**config.mk**
```make
export PLATFORM = sky130hd
export DESIGN_NAME = ptfloat_unpack
export DESIGN_NICKNAME = d
export VERILOG_FILES = /design/src/rtl/ptfloat_unpack.sv
export SDC_FILE = /design/constraint.sdc
export NUM_CORES = 1
export LEC_CHECK = 0
export BUFFER_PORTS_ARGS = -buffer_cell sky130_fd_sc_hd__clkbuf_2
export CAP_MARGIN = 0
export CORE_MARGIN = 4
export CORE_UTILIZATION = 58
export DETAILED_ROUTE_END_ITERATION = 16
export PLACE_DENSITY = 0.81
export SYNTH_ARGS = -nofsm -noshare
export SYNTH_HDL_FRONTEND = slang
export SYNTH_SLANG_ARGS = --single-unit
```
**constraint.sdc**
```tcl
create_clock -name clk_i -period 3.2 [get_ports clk_i]
set_clock_uncertainty 0.05 [all_clocks]
set_input_delay 0.16 -clock clk_i [delete_from_list [all_inputs] [get_ports clk_i]]
set_output_delay 0.16 -clock clk_i [all_outputs]
set_load 0.005 [all_outputs]
```
**src/rtl/ptfloat_unpack.sv**
```systemverilog
// ptfloat_unpack: splits a packed pt-float word into a sign-extended
// exponent and a left-aligned mantissa. Two register stages: the input
// word is captured in stage 1, the decoded fields land in stage 2.
module ptfloat_unpack #(
    parameter int DATA_W    = 32,
    parameter int EW_W      = 4,
    localparam int EXP_MAX_W = (2 ** EW_W) - 1,
    localparam int MAN_MAX_W = DATA_W - EW_W
) (
    input  logic                 clk_i,
    input  logic                 rst_n_i,
    input  logic                 cke_i,
    input  logic                 start_i,
    output logic                 done_o,
    input  logic [DATA_W-1:0]    data_i,
    output logic [EXP_MAX_W-1:0] exp_o,
    output logic [MAN_MAX_W-1:0] man_o
);

    // Width of the exponent+mantissa remainder below the EW field.
    localparam int R = DATA_W - EW_W;

    // The mantissa must keep at least one bit even at the widest exponent.
    if (EXP_MAX_W >= MAN_MAX_W) begin : g_param_check
        $error("ptfloat_unpack: EXP_MAX_W must be smaller than MAN_MAX_W");
    end

    // Exponent: top w bits of the remainder, sign-extended. An arithmetic
    // right shift by R-w both extracts and sign-extends the field; w=0 is
    // forced to zero since there is no field to take a sign from.
    function automatic logic [EXP_MAX_W-1:0] decode_exp(input logic [DATA_W-1:0] d);
        logic [EW_W-1:0]   w;
        logic signed [R-1:0] f;
        logic signed [R-1:0] sh;
        w  = d[DATA_W-1 -: EW_W];
        f  = d[R-1:0];
        sh = f >>> (R - int'(w));
        if (w == '0) begin
            return '0;
        end
        return sh[EXP_MAX_W-1:0];
    endfunction

    // Mantissa: shifting the whole remainder left by w drops the exponent
    // field off the top and leaves the mantissa MSB-aligned.
    function automatic logic [MAN_MAX_W-1:0] decode_man(input logic [DATA_W-1:0] d);
        logic [EW_W-1:0] w;
        w = d[DATA_W-1 -: EW_W];
        return d[R-1:0] << w;
    endfunction

    logic [DATA_W-1:0]    data_q, data_d;
    logic                 vld_q,  vld_d;
    logic [EXP_MAX_W-1:0] exp_q,  exp_d;
    logic [MAN_MAX_W-1:0] man_q,  man_d;
    logic                 done_q, done_d;

    // Next-state for both stages; everything holds while cke_i is low.
    always_comb begin
        data_d = data_q;
        vld_d  = vld_q;
        exp_d  = exp_q;
        man_d  = man_q;
        done_d = done_q;
        if (cke_i) begin
            // Stage 1: capture the word on start, valid follows start.
            vld_d = start_i;
            if (start_i) begin
                data_d = data_i;
            end
            // Stage 2: decode the captured word; results only move on valid.
            done_d = vld_q;
            if (vld_q) begin
                exp_d = decode_exp(data_q);
                man_d = decode_man(data_q);
            end
        end
    end

    // State registers with synchronous active-low reset taking priority.
    always_ff @(posedge clk_i) begin
        if (!rst_n_i) begin
            data_q <= '0;
            vld_q  <= 1'b0;
            exp_q  <= '0;
            man_q  <= '0;
            done_q <= 1'b0;
        end else begin
            data_q <= data_d;
            vld_q  <= vld_d;
            exp_q  <= exp_d;
            man_q  <= man_d;
            done_q <= done_d;
        end
    end

    assign done_o = done_q;
    assign exp_o  = exp_q;
    assign man_o  = man_q;

endmodule

```
==> impl_metrics.ini, run 1 <==
[synthesis]
netlist_instances = 576
ys_seq_area_share_pct = 29.9
synth-edff-count = 0
synth_top_family_by_area = multiplexers
ys.flop_type = dfxtp_1
synth_xor_area_share_pct = 0.825
syn-num-nets = 613
avgSynthCellArea_um2 = 8.95
syn_area_um2 = 5160
synth-compound-area-share_pct = 20.2
synth_cell_types = 63
synth-seq-cells = 77
synth_fa_ha_area_share_pct = 0.243
yosysWarnings = 0
synth_mux_area_share_pct = 27.3
synth-simple-area-share_pct = 15.2
async_flop_share_pct = 0

[clocking]
numCtsBuffers = 9
cts.sinks = 77
htreeDepth = 3
cts_setup_buffers = 0
clk_latency_ns = 0.37
clk_pin_slew_ns = 0.08
clock-root-buffer = clkbuf_8
clock_path_buffers = 2
cts_tree = yes

[placement]
hpwl_mm = 10.0
io_buffers = 79
gp_congestion = 0.973
place_area_um2 = 5480

[power_and_ir_drop]
finalPower_w = 0.00231
power_frac_seq_pct = 44.8
switching_share_pct = 29.3
p_leak_nw = 2.35
internal_power_w = 0.00163
p_clk_share_pct = 36.6
power_density_nw_per_um2 = 387
peakVddDrop_v = 0.000219
p_sw_w = 0.000674
combPwrFrac_pct = 18.6

[worst_setup_path]
timing.rr.end = exp_o[5]
worst-setup-path-type = reg2reg
cp_cell_sequence = inv_1 -> ha_1 -> buf_4 -> mux4_1 -> nand2_1 -> o2111ai_1 -> a22o_1
r2r.worst_path.cells = 7
cp.required_ns = 3.41
critPathBufInv = 2
critPathLaunchType = flip-flop
critical_path.reg2reg.startpoint = data_q[29]
critical_path_depth = 7
path_delay_family = adder cells
r2r_setup_slack_ns = 0.63
end_kind = flip-flop
cp_slowest_cell = ha_1
crit_start = data_q[29]
setup.worst_path.end = exp_o[5]
slowest_delay_ns = 0.63
worstPathArrival_ns = 2.78
crit_fanout = 15

[finish]
fillers = 704
nets = 686
diodes = 0
layout_commonest_cell = nand2_1
drive_gt1_share_pct = 25.2
final_cell_mix = nand2_1 (105), clkbuf_2 (79), dfxtp_1 (75)
area.growth.synth_to_final_pct = 15.4
fin_area_um2 = 5950

[timing]
setup_tns_ns = 0
hold_viol_final = 2
worst_slew_pin_slew_ns = 1.06
min_period_ns = 2.57
drv_slew = 0
worst_hold_slack_ns = -0.00668
rsz0062_at_grt = no
slew_headroom_pct = 29.4
finalCritPeriodShare_pct = 80.2
setup_violations = 0
max_freq_mhz = 390

[floorplan]
core_um2 = 8680
start_util_pct = 59.4
fp.dieH_um = 102
ios = 80
die-area_um2 = 10500
die_w_um = 102
placementRows = 34

[status]
status = complete, but fails checks
violations = hold timing

[drt]
wl_per_cell_um = 19.0
wl_met1_mm = 6.36
final_antenna_net_count = 0
vias = 4872
routed_wl_mm = 14.5
dr.pass1.iters = 5
drc = 0
dr.first_iter.drc_count = 556
highest_layer = met4
wl_met3_mm = 1.42
vias_per_cell = 6.39
route.met2.wl_mm = 6.40

[grt]
antenna_found_initial = 0
grt_start_max_net_pins = 67
overflow = 0
grt_pass1_vias = 4387
grt_usage_pct = 28.7
grt_pass1_wl_mm = 23.5

[flow_run]
cap_violations = 0

[worst_hold_path]
hold_path.class = in2reg
[state kept, by name (all words and copies together), names as in the netlist]
register / flops
done_o: 1
vld_q: 1
data_q: 32
man_o: 28
exp_o: 15
[layer usage]
layer,GRT usage [%],vias to the layer above
li1,-,2246
met1,42.4,2332
met2,42.3,262
met3,6.62,32
met4,7.97,0
met5,0,-
[power groups by stage]
stage	combinational (W)	sequential, W	clock (W)
floorplan	0.000310	0.00103	0
global placement	0.000387	0.00105	0
detailed placement	0.000393	0.00105	0
CTS	0.000420	0.00103	0.000840
global route	0.000466	0.00104	0.000888
finish	0.000429	0.00103	0.000843
[stage by stage]
stage	cells	worst slack, ns	hold WS [ns]	utilization (%)
3_3_place_gp	721	0.726	0.346	63.1
5_1_grt	762	0.472	0.00296	68.6
6_report	762	0.635	-0.00668	68.6
4_1_cts	762	0.645	0.000404	68.6
2_1_floorplan	576	0.599	0.255	-
3_5_place_dp	721	0.671	0.354	63.1
[final cells by class]
cell class | instances | area (um^2) | area share, %
well taps | 108 | 135 | 2.27
clock buffers | 10 | 128 | 2.14
flip-flops and latches | 77 | 1540 | 25.9
multi-input cells | 439 | 3290 | 55.3
clock inverters | 6 | 93.8 | 1.58
repair buffers | 116 | 736 | 12.4
inverters | 6 | 22.5 | 0.378
[how the worst min path moves through the flow]
stage	end	startpoint	slack (ns)	cells past startpoint
6_report	data_q[24]	data_i[24]	-0.007	3
3_3_place_gp	data_q[18]	data_i[18]	0.35	3
5_1_grt	data_q[2]	data_i[2]	0.003	3
2_1_floorplan	data_q[11]	data_i[11]	0.25	2
3_5_place_dp	data_q[3]	data_i[3]	0.35	3
4_1_cts	data_q[8]	data_i[8]	0.0004	3
[tightest hold or removal path, delay by kind of cell]
family	cells	cell delay, ns
AO/OA/AOI/OAI	1	0.07
buffers and inverters	1	0.08
AND/OR/NAND/NOR	1	0.04
[logic make-up after synthesis]
group | count (synthesis)
and+or+nand+nor | 181
buffers and inverters | 60
muxes | 101
DFF | 77
adders and majority gates | 1
xor gates and xnor gates | 4
AOI/OAI and AO/OA | 152
[cell usage after synthesis (13+ instances only)]
| library cell | n | area, um^2 |
|---|---|---|
| a21boi_0 | 34 | 255 |
| a21oi_1 | 26 | 130 |
| buf_2 | 13 | 65.1 |
| clkbuf_1 | 28 | 105 |
| dfxtp_1 | 77 | 1540 |
| mux2_2 | 21 | 236 |
| mux2i_1 | 46 | 460 |
| mux4_2 | 25 | 563 |
| nand2_1 | 105 | 394 |
| nand3_1 | 16 | 80.1 |
| nor2_1 | 26 | 97.6 |
| o21ai_0 | 18 | 90.1 |
[repair_timing]
action | CTS | global route
hold endpoints to repair | 25 | 0
hold buffers | 25 | 0
resized for setup | 0 | 0
Power figures use the tool's default switching activity.
==> run 2, diff against run 1 <==
==> constraint.sdc (replaced) <==
create_clock -name clk_i -period 2.5 [get_ports clk_i]
set_clock_uncertainty 0.05 [all_clocks]
set_input_delay 0.125 -clock clk_i [delete_from_list [all_inputs] [get_ports clk_i]]
set_output_delay 0.125 -clock clk_i [all_outputs]
set_load 0.005 [all_outputs]
==> run 2 against run 1 <==
Net effect: the flow now finishes without violations; maximum frequency increased by 11%; setup slack lost 0.44 ns; non-clock buffer count grew 15; critical path depth unchanged; cell count up 2.0%; sequential share of layout area shrank 0.89 points; register-to-register slack worse by 0.44 ns; final area is 3.6% higher; largest cell class unchanged; highest routed layer unchanged.
==> impl_metrics.ini, run 2 (synthesized netlist as in run 1, its figures left out) <==
[grt]
overflow = 0
antenna_found_initial = 0
grt_usage_pct = 29.1
grt_pass1_wl_mm = 23.7
grt_use_met1_pct = 43.6
grt_start_max_net_pins = 64
grt_use_met3_pct = 6.89
grt_pass1_vias = 4500
top_usage_layer = met1
gr-usage-met2_pct = 42.8

[placement]
hpwl_mm = 10.3
place_area_um2 = 5610
gp_congestion = 0.916
place_inst = 729
io_buffers = 79

[timing]
rsz0062_at_grt = no
min_period_ns = 2.31
setup_tns_ns = 0
finalCritPeriodShare_pct = 92.2
worst_slew_pin_slew_ns = 0.629
drv_slew = 0
setup_violations = 0
hold_viol_final = 0
slew_headroom_pct = 57.8
max_freq_mhz = 434

[worst_hold_path]
hold_path.class = in2reg

[worst_setup_path]
worstPathArrival_ns = 2.52
cp.required_ns = 2.71
critPathLaunchType = flip-flop
crit_fanout = 25
worst-setup-path-type = reg2reg
end_kind = flip-flop

[clocking]
cts_setup_buffers = 0
clock-root-buffer = clkbuf_8
clock_path_buffers = 2
clk_pin_slew_ns = 0.09
cts_tree = yes
cts_resized = 0
ctsHoldBuffers = 32
htreeDepth = 3
numCtsBuffers = 9
clk_latency_ns = 0.36
cts.sinks = 77

[power_and_ir_drop]
p_sw_w = 0.000879
combPwrFrac_pct = 19.5
power_frac_seq_pct = 44.0
internal_power_w = 0.00213
p_leak_nw = 2.45
peakVddDrop_v = 0.000510
switching_share_pct = 29.3
p_clk_share_pct = 36.6
power_density_nw_per_um2 = 488

[drt]
final_antenna_net_count = 0
dr.first_iter.drc_count = 414
vias = 4825
vias_per_cell = 6.21
routed_wl_mm = 14.6
wl_per_cell_um = 18.8
dr.pass1.iters = 5
drc = 0

[finish]
largest_register_ffs = 32
diodes = 0
fin_area_um2 = 6160
area.growth.synth_to_final_pct = 19.5
regMostFlops = data_q
drive_gt1_share_pct = 26.2
final_cell_mix = nand2_1 (105), clkbuf_2 (79), dfxtp_1 (75)
final_cells = 777
nets = 701
layout_commonest_cell = nand2_1

[floorplan]
fp.dieH_um = 102
die_w_um = 102
die-area_um2 = 10500
placementRows = 34
ios = 80
core_um2 = 8680
start_util_pct = 59.4

[flow_run]
cap_violations = 0

[status]
status = finished, final reports clean
-- run 2: metrics by stage --
stage / hold slack, ns / utilization, % / power, W / worst slack [ns]
after floorplan: 0.220 / - / 0.00173 / 0.0214
after global placement: 0.308 / 64.7 / 0.00187 / 0.248
after detailed placement: 0.317 / 64.7 / 0.00188 / 0.207
after CTS: 0.0110 / 71.0 / 0.00300 / 0.207
after global routing: 0.0164 / 71.0 / 0.00314 / 0.112
final: 0.0169 / 71.0 / 0.00300 / 0.195
-- run 2: power by group through the flow --
stage          sequential [W]  combinational, W  clock [W]
2_1_floorplan         0.00132          0.000404          0
3_3_place_gp          0.00134          0.000525          0
3_5_place_dp          0.00135          0.000533          0
4_1_cts               0.00132          0.000574    0.00110
5_1_grt               0.00133          0.000633    0.00118
6_report              0.00132          0.000585    0.00110
-- run 2: per-layer routing --
metal,part of all wire [%],wire (um)
met1,45,6600
met4,1.3,194
met2,45,6530
met3,9.0,1320
met5,0,0
-- run 2: path summary, 6_finish.rpt --
check,slack (ns),from,cells after the start,end
setup / recovery,0.19,data_q[29],7,exp_o[0]
setup reg to reg,0.19,data_q[29],7,exp_o[0]
hold reg to reg,0.40,exp_o[14],2,exp_o[14]
hold / removal,0.02,rst_n_i,2,exp_o[11]
-- run 2: final cells by class --
cell class	count	area, um^2
inverter	6	22.5
clock buffer	9	124
clock inverter	7	105
timing repair buffer	131	916
multi-input combinational	439	3320
fill	698	2520
tap	108	135
sequential	77	1540
-- run 2: worst max-delay path: stages, from the launching register on --
cell	delay [ns]
dfxtp_2	0.36
inv_1	0.07
ha_4	0.47
mux2_4	0.34
mux2_2	0.31
mux4_2	0.45
nand3_1	0.09
nand2_1	0.06
